$ cat config.mk
export PLATFORM = sky130hd
export DESIGN_NAME = hamming_stream_rx
export DESIGN_NICKNAME = d
export VERILOG_FILES = /design/src/rtl/hamming_stream_rx.sv
export SDC_FILE = /design/constraint.sdc
export NUM_CORES = 1
export LEC_CHECK = 0
export BUFFER_PORTS_ARGS = -buffer_cell sky130_fd_sc_hd__buf_2
export CAP_MARGIN = 30
export CORE_AREA = 2 2 87 89
export CTS_CLUSTER_DIAMETER = 60
export DETAILED_ROUTE_END_ITERATION = 12
export DIE_AREA = 0 0 89 91
export PLACE_DENSITY = 0.89
export SLEW_MARGIN = 20
export SYNTH_ARGS = -nofsm -noshare
export SYNTH_HDL_FRONTEND = slang
export SYNTH_SLANG_ARGS = --single-unit
$ cat constraint.sdc
create_clock -name clk -period 2.55 [get_ports clk]
set_clock_uncertainty 0.05 [all_clocks]
set_input_delay 0.51 -clock clk [delete_from_list [all_inputs] [get_ports clk]]
set_output_delay 0.51 -clock clk [all_outputs]
set_load 0.05 [all_outputs]
$ cat src/rtl/hamming_stream_rx.sv
// hamming_stream_rx: frame-collecting Hamming(8,4) SECDED decoder.
// It accepts NWORDS codewords, decodes each one in the cycle it is accepted,
// and then presents the whole decoded frame and its error counts until the
// downstream side accepts it.
// Optional feature macro: HAMMING_RX_ERR_LOG_EN adds a cumulative count of
// uncorrectable codewords that saturates.
// Ports:
//   clk, rst_n               clock, asynchronous active-low reset
//   in_valid/in_ready        codeword handshake; in_code is the 8-bit codeword
//   out_valid/out_ready      frame handshake
//   out_data                 decoded frame; codeword k goes to bits [4k+3:4k]
//   out_corr, out_uncorr     per-frame counts of corrected and uncorrectable words
//   total_uncorr             (macro only) saturating 16-bit cumulative uncorrectable count
module hamming_stream_rx #(
   parameter int unsigned NWORDS = 16
) (
   input  logic                             clk,
   input  logic                             rst_n,
   input  logic                             in_valid,
   output logic                             in_ready,
   input  logic [7:0]                       in_code,
   output logic                             out_valid,
   input  logic                             out_ready,
   output logic [4*NWORDS-1:0]              out_data,
   output logic [$clog2(NWORDS+1)-1:0]      out_corr,
   output logic [$clog2(NWORDS+1)-1:0]      out_uncorr
`ifdef HAMMING_RX_ERR_LOG_EN
   ,
   output logic [15:0]                      total_uncorr
`endif
);

   localparam int unsigned DW = 4 * NWORDS;
   localparam int unsigned CW = $clog2(NWORDS + 1);
   localparam int unsigned IW = (NWORDS > 1) ? $clog2(NWORDS) : 1;

   typedef enum logic {
      COLLECT = 1'b0,
      HOLD    = 1'b1
   } state_t;

   state_t          state_q, state_nxt;
   logic [IW-1:0]   idx_q, idx_nxt;
   logic [DW-1:0]   data_nxt;
   logic [CW-1:0]   corr_nxt, uncorr_nxt;
   logic            in_ready_nxt, out_valid_nxt;

   logic [2:0]      syn_c;
   logic            par_c;
   logic [7:0]      fixed_c;
   logic [3:0]      nib_c;
   logic            corr_hit_c, uncorr_hit_c, accept_c;

`ifdef HAMMING_RX_ERR_LOG_EN
   logic [15:0]     total_nxt;
`endif

   // Decode the codeword: syndrome, overall parity, single-bit repair, extract data.
   always_comb begin
      syn_c        = {in_code[3] ^ in_code[4] ^ in_code[5] ^ in_code[6],
                      in_code[1] ^ in_code[2] ^ in_code[5] ^ in_code[6],
                      in_code[0] ^ in_code[2] ^ in_code[4] ^ in_code[6]};
      par_c        = ^in_code;
      fixed_c      = in_code;
      corr_hit_c   = 1'b0;
      uncorr_hit_c = 1'b0;
      if (par_c) begin
         // Odd parity means one bit flipped. A zero syndrome points at p0 (b7).
         corr_hit_c = 1'b1;
         if (syn_c == 3'd0) fixed_c[7] = ~fixed_c[7];
         else               fixed_c[3'(syn_c - 3'd1)] = ~fixed_c[3'(syn_c - 3'd1)];
      end else if (syn_c != 3'd0) begin
         // Even parity with a nonzero syndrome is a double error, so the data passes through raw.
         uncorr_hit_c = 1'b1;
      end
      nib_c = {fixed_c[6], fixed_c[5], fixed_c[4], fixed_c[2]};
   end

   assign accept_c = (state_q == COLLECT) && in_ready && in_valid;

   // Next state, storage and counters.
   always_comb begin
      state_nxt  = state_q;
      idx_nxt    = idx_q;
      data_nxt   = out_data;
      corr_nxt   = out_corr;
      uncorr_nxt = out_uncorr;
`ifdef HAMMING_RX_ERR_LOG_EN
      total_nxt  = total_uncorr;
      if (accept_c && uncorr_hit_c && (total_uncorr != 16'hFFFF))
         total_nxt = total_uncorr + 16'd1;
`endif
      case (state_q)
         COLLECT: begin
            if (accept_c) begin
               data_nxt[{idx_q, 2'b00} +: 4] = nib_c;
               if (corr_hit_c)   corr_nxt   = out_corr + CW'(1);
               if (uncorr_hit_c) uncorr_nxt = out_uncorr + CW'(1);
               if (idx_q == IW'(NWORDS - 1)) state_nxt = HOLD;
               else                          idx_nxt   = idx_q + IW'(1);
            end
         end
         HOLD: begin
            if (out_ready) begin
               state_nxt  = COLLECT;
               idx_nxt    = '0;
               corr_nxt   = '0;
               uncorr_nxt = '0;
            end
         end
         default: state_nxt = COLLECT;
      endcase
      in_ready_nxt  = (state_nxt == COLLECT);
      out_valid_nxt = (state_nxt == HOLD);
   end

   // State and output registers.
   always_ff @(posedge clk or negedge rst_n) begin
      if (!rst_n) begin
         state_q    <= COLLECT;
         idx_q      <= '0;
         out_data   <= '0;
         out_corr   <= '0;
         out_uncorr <= '0;
         in_ready   <= 1'b0;
         out_valid  <= 1'b0;
      end else begin
         state_q    <= state_nxt;
         idx_q      <= idx_nxt;
         out_data   <= data_nxt;
         out_corr   <= corr_nxt;
         out_uncorr <= uncorr_nxt;
         in_ready   <= in_ready_nxt;
         out_valid  <= out_valid_nxt;
      end
   end

`ifdef HAMMING_RX_ERR_LOG_EN
   // Cumulative uncorrectable count; only reset clears it.
   always_ff @(posedge clk or negedge rst_n) begin
      if (!rst_n) total_uncorr <= '0;
      else        total_uncorr <= total_nxt;
   end
`endif

endmodule

# Word level (Yosys, flattened, before mapping)
# Index checks and enable logic that the tools add are counted.
# W data, S select, Z words.
classes:
  addsub: 5
  n_lt_le_gt_ge: 2
  eq_ne: 6
  n_shift: 2
  muxes: 26
  n_bitwise: 12
  reduce_logical: 10
ops:
  columns: ["op", "count"]
  rows:
  - ["$bwmux W64", 1]
  - ["$shift A4 B8 Y64 const A", 1]
  - ["$shiftx A4 B8 Y64", 1]
  - ["$mux W5", 5]
  - ["$pmux W5 S2", 2]
  - ["$mux W7", 2]
  - ["$mux W4", 3]
  - ["$add A5 B1 Y5 const B", 2]
  - ["$ne A2 B2 Y1 const B", 5]
  - ["$reduce_and A3 Y1", 3]
  - ["$xor A1 B1 Y1", 9]
  - ["$bwmux W8", 1]
  - ["$mux W1", 8]
  - ["$neg A6 Y8", 1]
  - ["$pmux W4 S2", 1]
  - ["$reduce_xor A8 Y1", 1]
  - ["$add A4 B1 Y4 const B", 1]
  - ["$eq A4 B4 Y1 const B", 1]
  - ["$lt A3 B4 Y1 const B", 1]
  - ["$bmux W1 S3", 1]
  - ["$demux W1 S3", 1]
  - ["$ge A3 B1 Y1 const B", 1]
  - ["$logic_and A1 B1 Y1", 3]
  - ["$logic_not A3 Y1", 1]
  - ["5 further kinds", 7]
totals:
  register_bits: 80
  in_bits: 12
  out_inout_bits: 76
  elab_cells: 69

# Longest topological paths before layout
logic_depth:
  ltp_word: 13
  ltp_mapped: 11

# Worst setup path before layout
# No wires, ideal clock.
synth_timing:
  path_type: "input -> register"
  start: "input port in_code[5]"
  end: "register out_data[47]"
  arrival_time_ns: 2.385
  slack_ns: -0.042
  stages: 10
  path_cell_list: "buf_6 xnor2_1 nand3_1 nand2_1 ha_1 nor2_1 o21ai_0 o31ai_2 buf_6 a21oi_1"
synth_between:
  elab_chain_cells: 12
synth_rtl:
  columns: ["item", "line", "rtl"]
  rows:
  - ["start: declaration", "21", "input logic [7:0] in_code,"]
  - ["$xor A1 B1 Y1 (on tied branches) (2 in a row)", "61, 60", null]
  - ["$sub A3 B1 Y3", "71", "else fixed_c[3'(syn_c - 3'd1)] = ~fixed_c[3'(syn_c - 3'd1)];"]
  - ["$lt A3 B4 Y1 (implied by the code) or $ge A3 B1 Y1 (tied branches)", "71", null]
  - ["$logic_and A1 B1 Y1 (implied by the code)", "71", null]
  - ["$mux W1 (implied by the code)", "71", null]
  - ["$demux W1 S3", "71", null]
  - ["$bwmux W8", "71", null]
  - ["$mux W7", "70", "if (syn_c == 3'd0) fixed_c[7] = ~fixed_c[7];"]
  - ["$mux W7 (*)", "67", "if (par_c) begin"]
  - ["$shiftx A4 B8 Y64 (*)", "96", "data_nxt[{idx_q, 2'b00} +: 4] = nib_c;"]
  - ["$bwmux W64 (*)", "96", null]
  - ["end signal: assignment", "130", "out_data <= data_nxt;"]
  - ["end: declaration", "24", "output logic [4*NWORDS-1:0] out_data,"]
# Mark *: on every way between the ends. The rest lies on a longest branch, timed or not. The select of a mux whose other input is x is not followed.
# A chain may end at the register's enable or synchronous reset.

# Final worst setup path
layout_timing:
  start: "input port in_code[2]"
  end: "register out_data[9]"
layout_between:
  elab_chain_cells: 13
layout_rtl:
  columns: ["item", "line"]
  rows:
  - ["$xor A1 B1 Y1 (on tied branches) (3 in a row)", "62, 61"]
  - ["$sub A3 B1 Y3", "71"]
  - ["$lt A3 B4 Y1 (implied by the code) or $ge A3 B1 Y1 (tied branches)", "71"]
  - ["$logic_and A1 B1 Y1 (implied by the code)", "71"]
  - ["$mux W1 (implied by the code)", "71"]
  - ["$demux W1 S3", "71"]
  - ["$bwmux W8", "71"]
  - ["$mux W7", "70"]
  - ["$mux W7 (*)", "67"]
  - ["$shiftx A4 B8 Y64 (*)", "96"]
  - ["$bwmux W64 (*)", "96"]
# Marks and branches as above.

==> run summary <==
CELLS AND AREA
--------------------------------------------------------------------------------
Synthesis-to-layout area growth                                            24.9%
Proportion of layout cells with a drive suffix above 1                     28.6%
Final #Nets                                                                  524
Highest-count cells in the layout ignoring fill and taps            sky130_fd_sc_hd__buf_2 (86), sky130_fd_sc_hd__dfrtp_1 (80), sky130_fd_sc_hd__nor2_1 (54), sky130_fd_sc_hd__nand2_1 (43), sky130_fd_sc_hd__a21oi_1 (40)
Filler cell count in the final layout                                        594
Commonest non-fill, non-tap cell in the layout                      sky130_fd_sc_hd__buf_2
N_diodes                                                                       0

DIE
--------------------------------------------------------------------------------
Initial standard-cell utilization of the core                              53.2%
Core Footprint                                                          7140 µm²
Placement row count                                                           31
# IOs                                                                         88
Die boundary width                                                         89 µm
Die boundary height                                                        91 µm
Die Footprint                                                           8100 µm²

GLOBAL ROUTE
--------------------------------------------------------------------------------
Grt peak-use layer                                                          met2
Global-route wire length before repair                                  15100 µm
Combined global-route utilization of all metal layers                      23.5%
Number of antenna violations at the first check in global routing              0
Met1 routing resource usage after global routing                           29.7%
Pin count of the biggest net entering global routing                          50
Met2 global-route usage                                                    40.1%
Routing usage on met3                                                      3.27%
Overflow left after global routing                                             0
Vias in the first global route                                              3238

SYNTH
--------------------------------------------------------------------------------
Post-synthesis async set-or-reset flop share                                100%
Synthesis Warnings                                                             0
Post-Synthesis Cells                                                         397
EDFF count, synth                                                              0
Netlist cell types                                                            48
Most used flip-flop cell after synthesis                            sky130_fd_sc_hd__dfrtp_1
Mapped Avg Cell Area                                                    9.57 µm²
Seq/Total Area, Yosys                                                      52.7%
Post-Synthesis Cell Area                                                3800 µm²
Synth Net Count                                                              414
Synthesized flop and latch total                                              80

CLOCK TREE
--------------------------------------------------------------------------------
Clock Pin Slew Worst Setup and Hold Paths                                0.07 ns
Inserted Clock Buffers                                                         9
TritonCTS clock tree                                                        done
Maximum count of clock buffers along a single path                             2
Insertion delay of the later-clocked pin in the worst-skew pair          0.34 ns
Clock Root Buffer                                                   sky130_fd_sc_hd__clkbuf_8
Level count of the clock H-tree                                                3
Number of clock sinks seen by CTS                                             80

DRT
--------------------------------------------------------------------------------
DR WL/cell                                                               14.9 µm
First-iteration detailed-routing DRC count                                   171
Routed via count                                                            3269
Post-route antenna net violation count                                         0
Final Routed Wirelength                                                  9110 µm
Post-detailed-route DRC marker count                                           0
Vias per std cell                                                           5.36
Detailed-router iteration count before antenna repair                          4

TIMING
--------------------------------------------------------------------------------
Slew of the pin with the lowest slew margin                             0.609 ns
Final critical-path setup slack                                         0.205 ns
Final worst path period need                                             2.35 ns
Max frequency                                                            426 MHz
Final hold viol count                                                          0
Max-Slew Margin vs Limit                                                   59.4%
Final Setup Violations                                                         0
Unrepaired setup endpoints after global routing                               no
TNS Setup                                                                   0 ns
Final period util                                                          92.0%
Max-slew violation total from the final report                                 0

SETUP PATH
--------------------------------------------------------------------------------
Worst Setup Start Kind                                                 input pin
Slowest Stage Delay on Critical Path                                     0.31 ns
Worst path arrival time                                                  2.51 ns
Cells along the critical path                                       buf_2, buf_4, xor2_1, xnor2_1, buf_4, xnor2_2, o211ai_1, mux2i_2, buf_12, o21ai_0
Crit Path Category                                                        in2reg
Critical-path cell with the highest stage delay                     sky130_fd_sc_hd__xnor2_2
Data required time at the worst endpoint                                 2.72 ns
Largest driver fanout on the critical path                                    16
FF-to-FF path depth                                                            5
Crit-path leading delay family                                      XOR/XNOR gates
Buf+Inv Stages, Crit Path                                                      4
Stages on worst setup path                                                    10
Most repeated library cell on the critical path                     sky130_fd_sc_hd__buf_4
Kind of end point of the critical path                                 flip-flop

PLACEMENT
--------------------------------------------------------------------------------
Port-buffer cells                                                             87
Half-perimeter wire length after detailed placement                      6690 µm
Routability Congestion                                                     0.918
Worst slack at placement                                               -0.521 ns

HOLD PATH
--------------------------------------------------------------------------------
Tightest Hold Check Type                                                in2async

OUTCOME
--------------------------------------------------------------------------------
Result of the run                                                   finished, final reports clean

FLOW RUN
--------------------------------------------------------------------------------
Max_cap viols                                                                  0

-- cells by family (layout without fill, tap and decap cells) --
| kind of cell | Yosys count | after routing | share of synthesized area (%) |
|---|---|---|---|
| buf+inv | 30 | 144 | 4.02 |
| compound gates | 102 | 102 | 15.4 |
| xor+xnor | 22 | 22 | 5.67 |
| flops | 80 | 80 | 52.7 |
| simple gates | 150 | 150 | 18.2 |
| mux | 8 | 8 | 2.34 |
| fa+ha+maj | 5 | 5 | 1.65 |
-- metal layers --
metal / share of wire, % / vias up / wire [µm]
met5: 0 / - / 0
met4: 1.4 / 0 / 125
met3: 5.1 / 11 / 468
met2: 52 / 101 / 4740
met1: 41 / 1574 / 3780
li1: - / 1583 / -
-- cell type report --
class | count | area, µm² | area share, %
multi-input combinational | 287 | 1660 | 35.0
clock inverter | 2 | 38.8 | 0.818
timing repair buffer | 118 | 721 | 15.2
inverter | 11 | 41.3 | 0.870
clock buffer | 13 | 159 | 3.35
sequential | 80 | 2000 | 42.2
tap | 99 | 124 | 2.61
-- through the flow --
stage / instance area, µm² / instances / utilization, % / hold slack, ns
global route: 4740 / 610 / 66.5 / 0.166
finish: 4740 / 610 / 66.5 / 0.125
floorplan: 3800 / 397 / - / 0.164
detailed placement: 4520 / 594 / 63.3 / 0.415
global placement: 4520 / 594 / 63.3 / 0.406
CTS: 4720 / 609 / 66.2 / 0.135
-- cells in the mapped netlist (4+ instances only) --
library cell,instances,share of area [%]
sky130_fd_sc_hd__buf_2,5,0.66
sky130_fd_sc_hd__nor2_1,54,5.3
sky130_fd_sc_hd__nand2_1,43,4.3
sky130_fd_sc_hd__nor2b_1,4,0.66
sky130_fd_sc_hd__nand3_1,18,2.4
sky130_fd_sc_hd__xor2_1,7,1.6
sky130_fd_sc_hd__o22ai_1,4,0.66
sky130_fd_sc_hd__inv_1,11,1.1
sky130_fd_sc_hd__a211oi_1,4,0.79
sky130_fd_sc_hd__ha_1,5,1.6
sky130_fd_sc_hd__clkbuf_1,7,0.69
sky130_fd_sc_hd__nor3_1,10,1.3
sky130_fd_sc_hd__o21ai_0,38,5.0
sky130_fd_sc_hd__buf_6,4,1.2
sky130_fd_sc_hd__xnor2_1,12,2.8
sky130_fd_sc_hd__a21oi_1,40,5.3
sky130_fd_sc_hd__mux2i_1,5,1.3
sky130_fd_sc_hd__dfrtp_1,80,53
-- worst paths after layout --
kind	start	end	slack (ns)
setup / recovery	in_code[2]	out_data[9]	0.20
hold / removal	rst_n	out_data[26]	0.13
setup reg to reg	idx_q[0]	out_data[30]	0.28
hold reg to reg	out_data[27]	out_data[27]	0.43
max in group asynchronous	rst_n	out_data[63]	1.73
min in group clk	out_ready	out_corr[2]	0.39
-- registers in the layout, summed over array words and instances (netlist names) --
signal	cells
out_uncorr	5
idx_q	4
out_data	64
out_corr	5
state_q	1
in_ready	1
-- repair_timing --
| item | 4_1_cts | 5_1_grt |
|---|---|---|
| pin swaps | 0 | 1 |
| setup buffers | 0 | 1 |
| resized for setup | 1 | 1 |
| hold buffers | 0 | 0 |
| endpoints found under the setup margin | 16 | 13 |
Power is not shown: default switching activity piles up to over one toggle a cycle in this logic, so the estimate is an artifact.
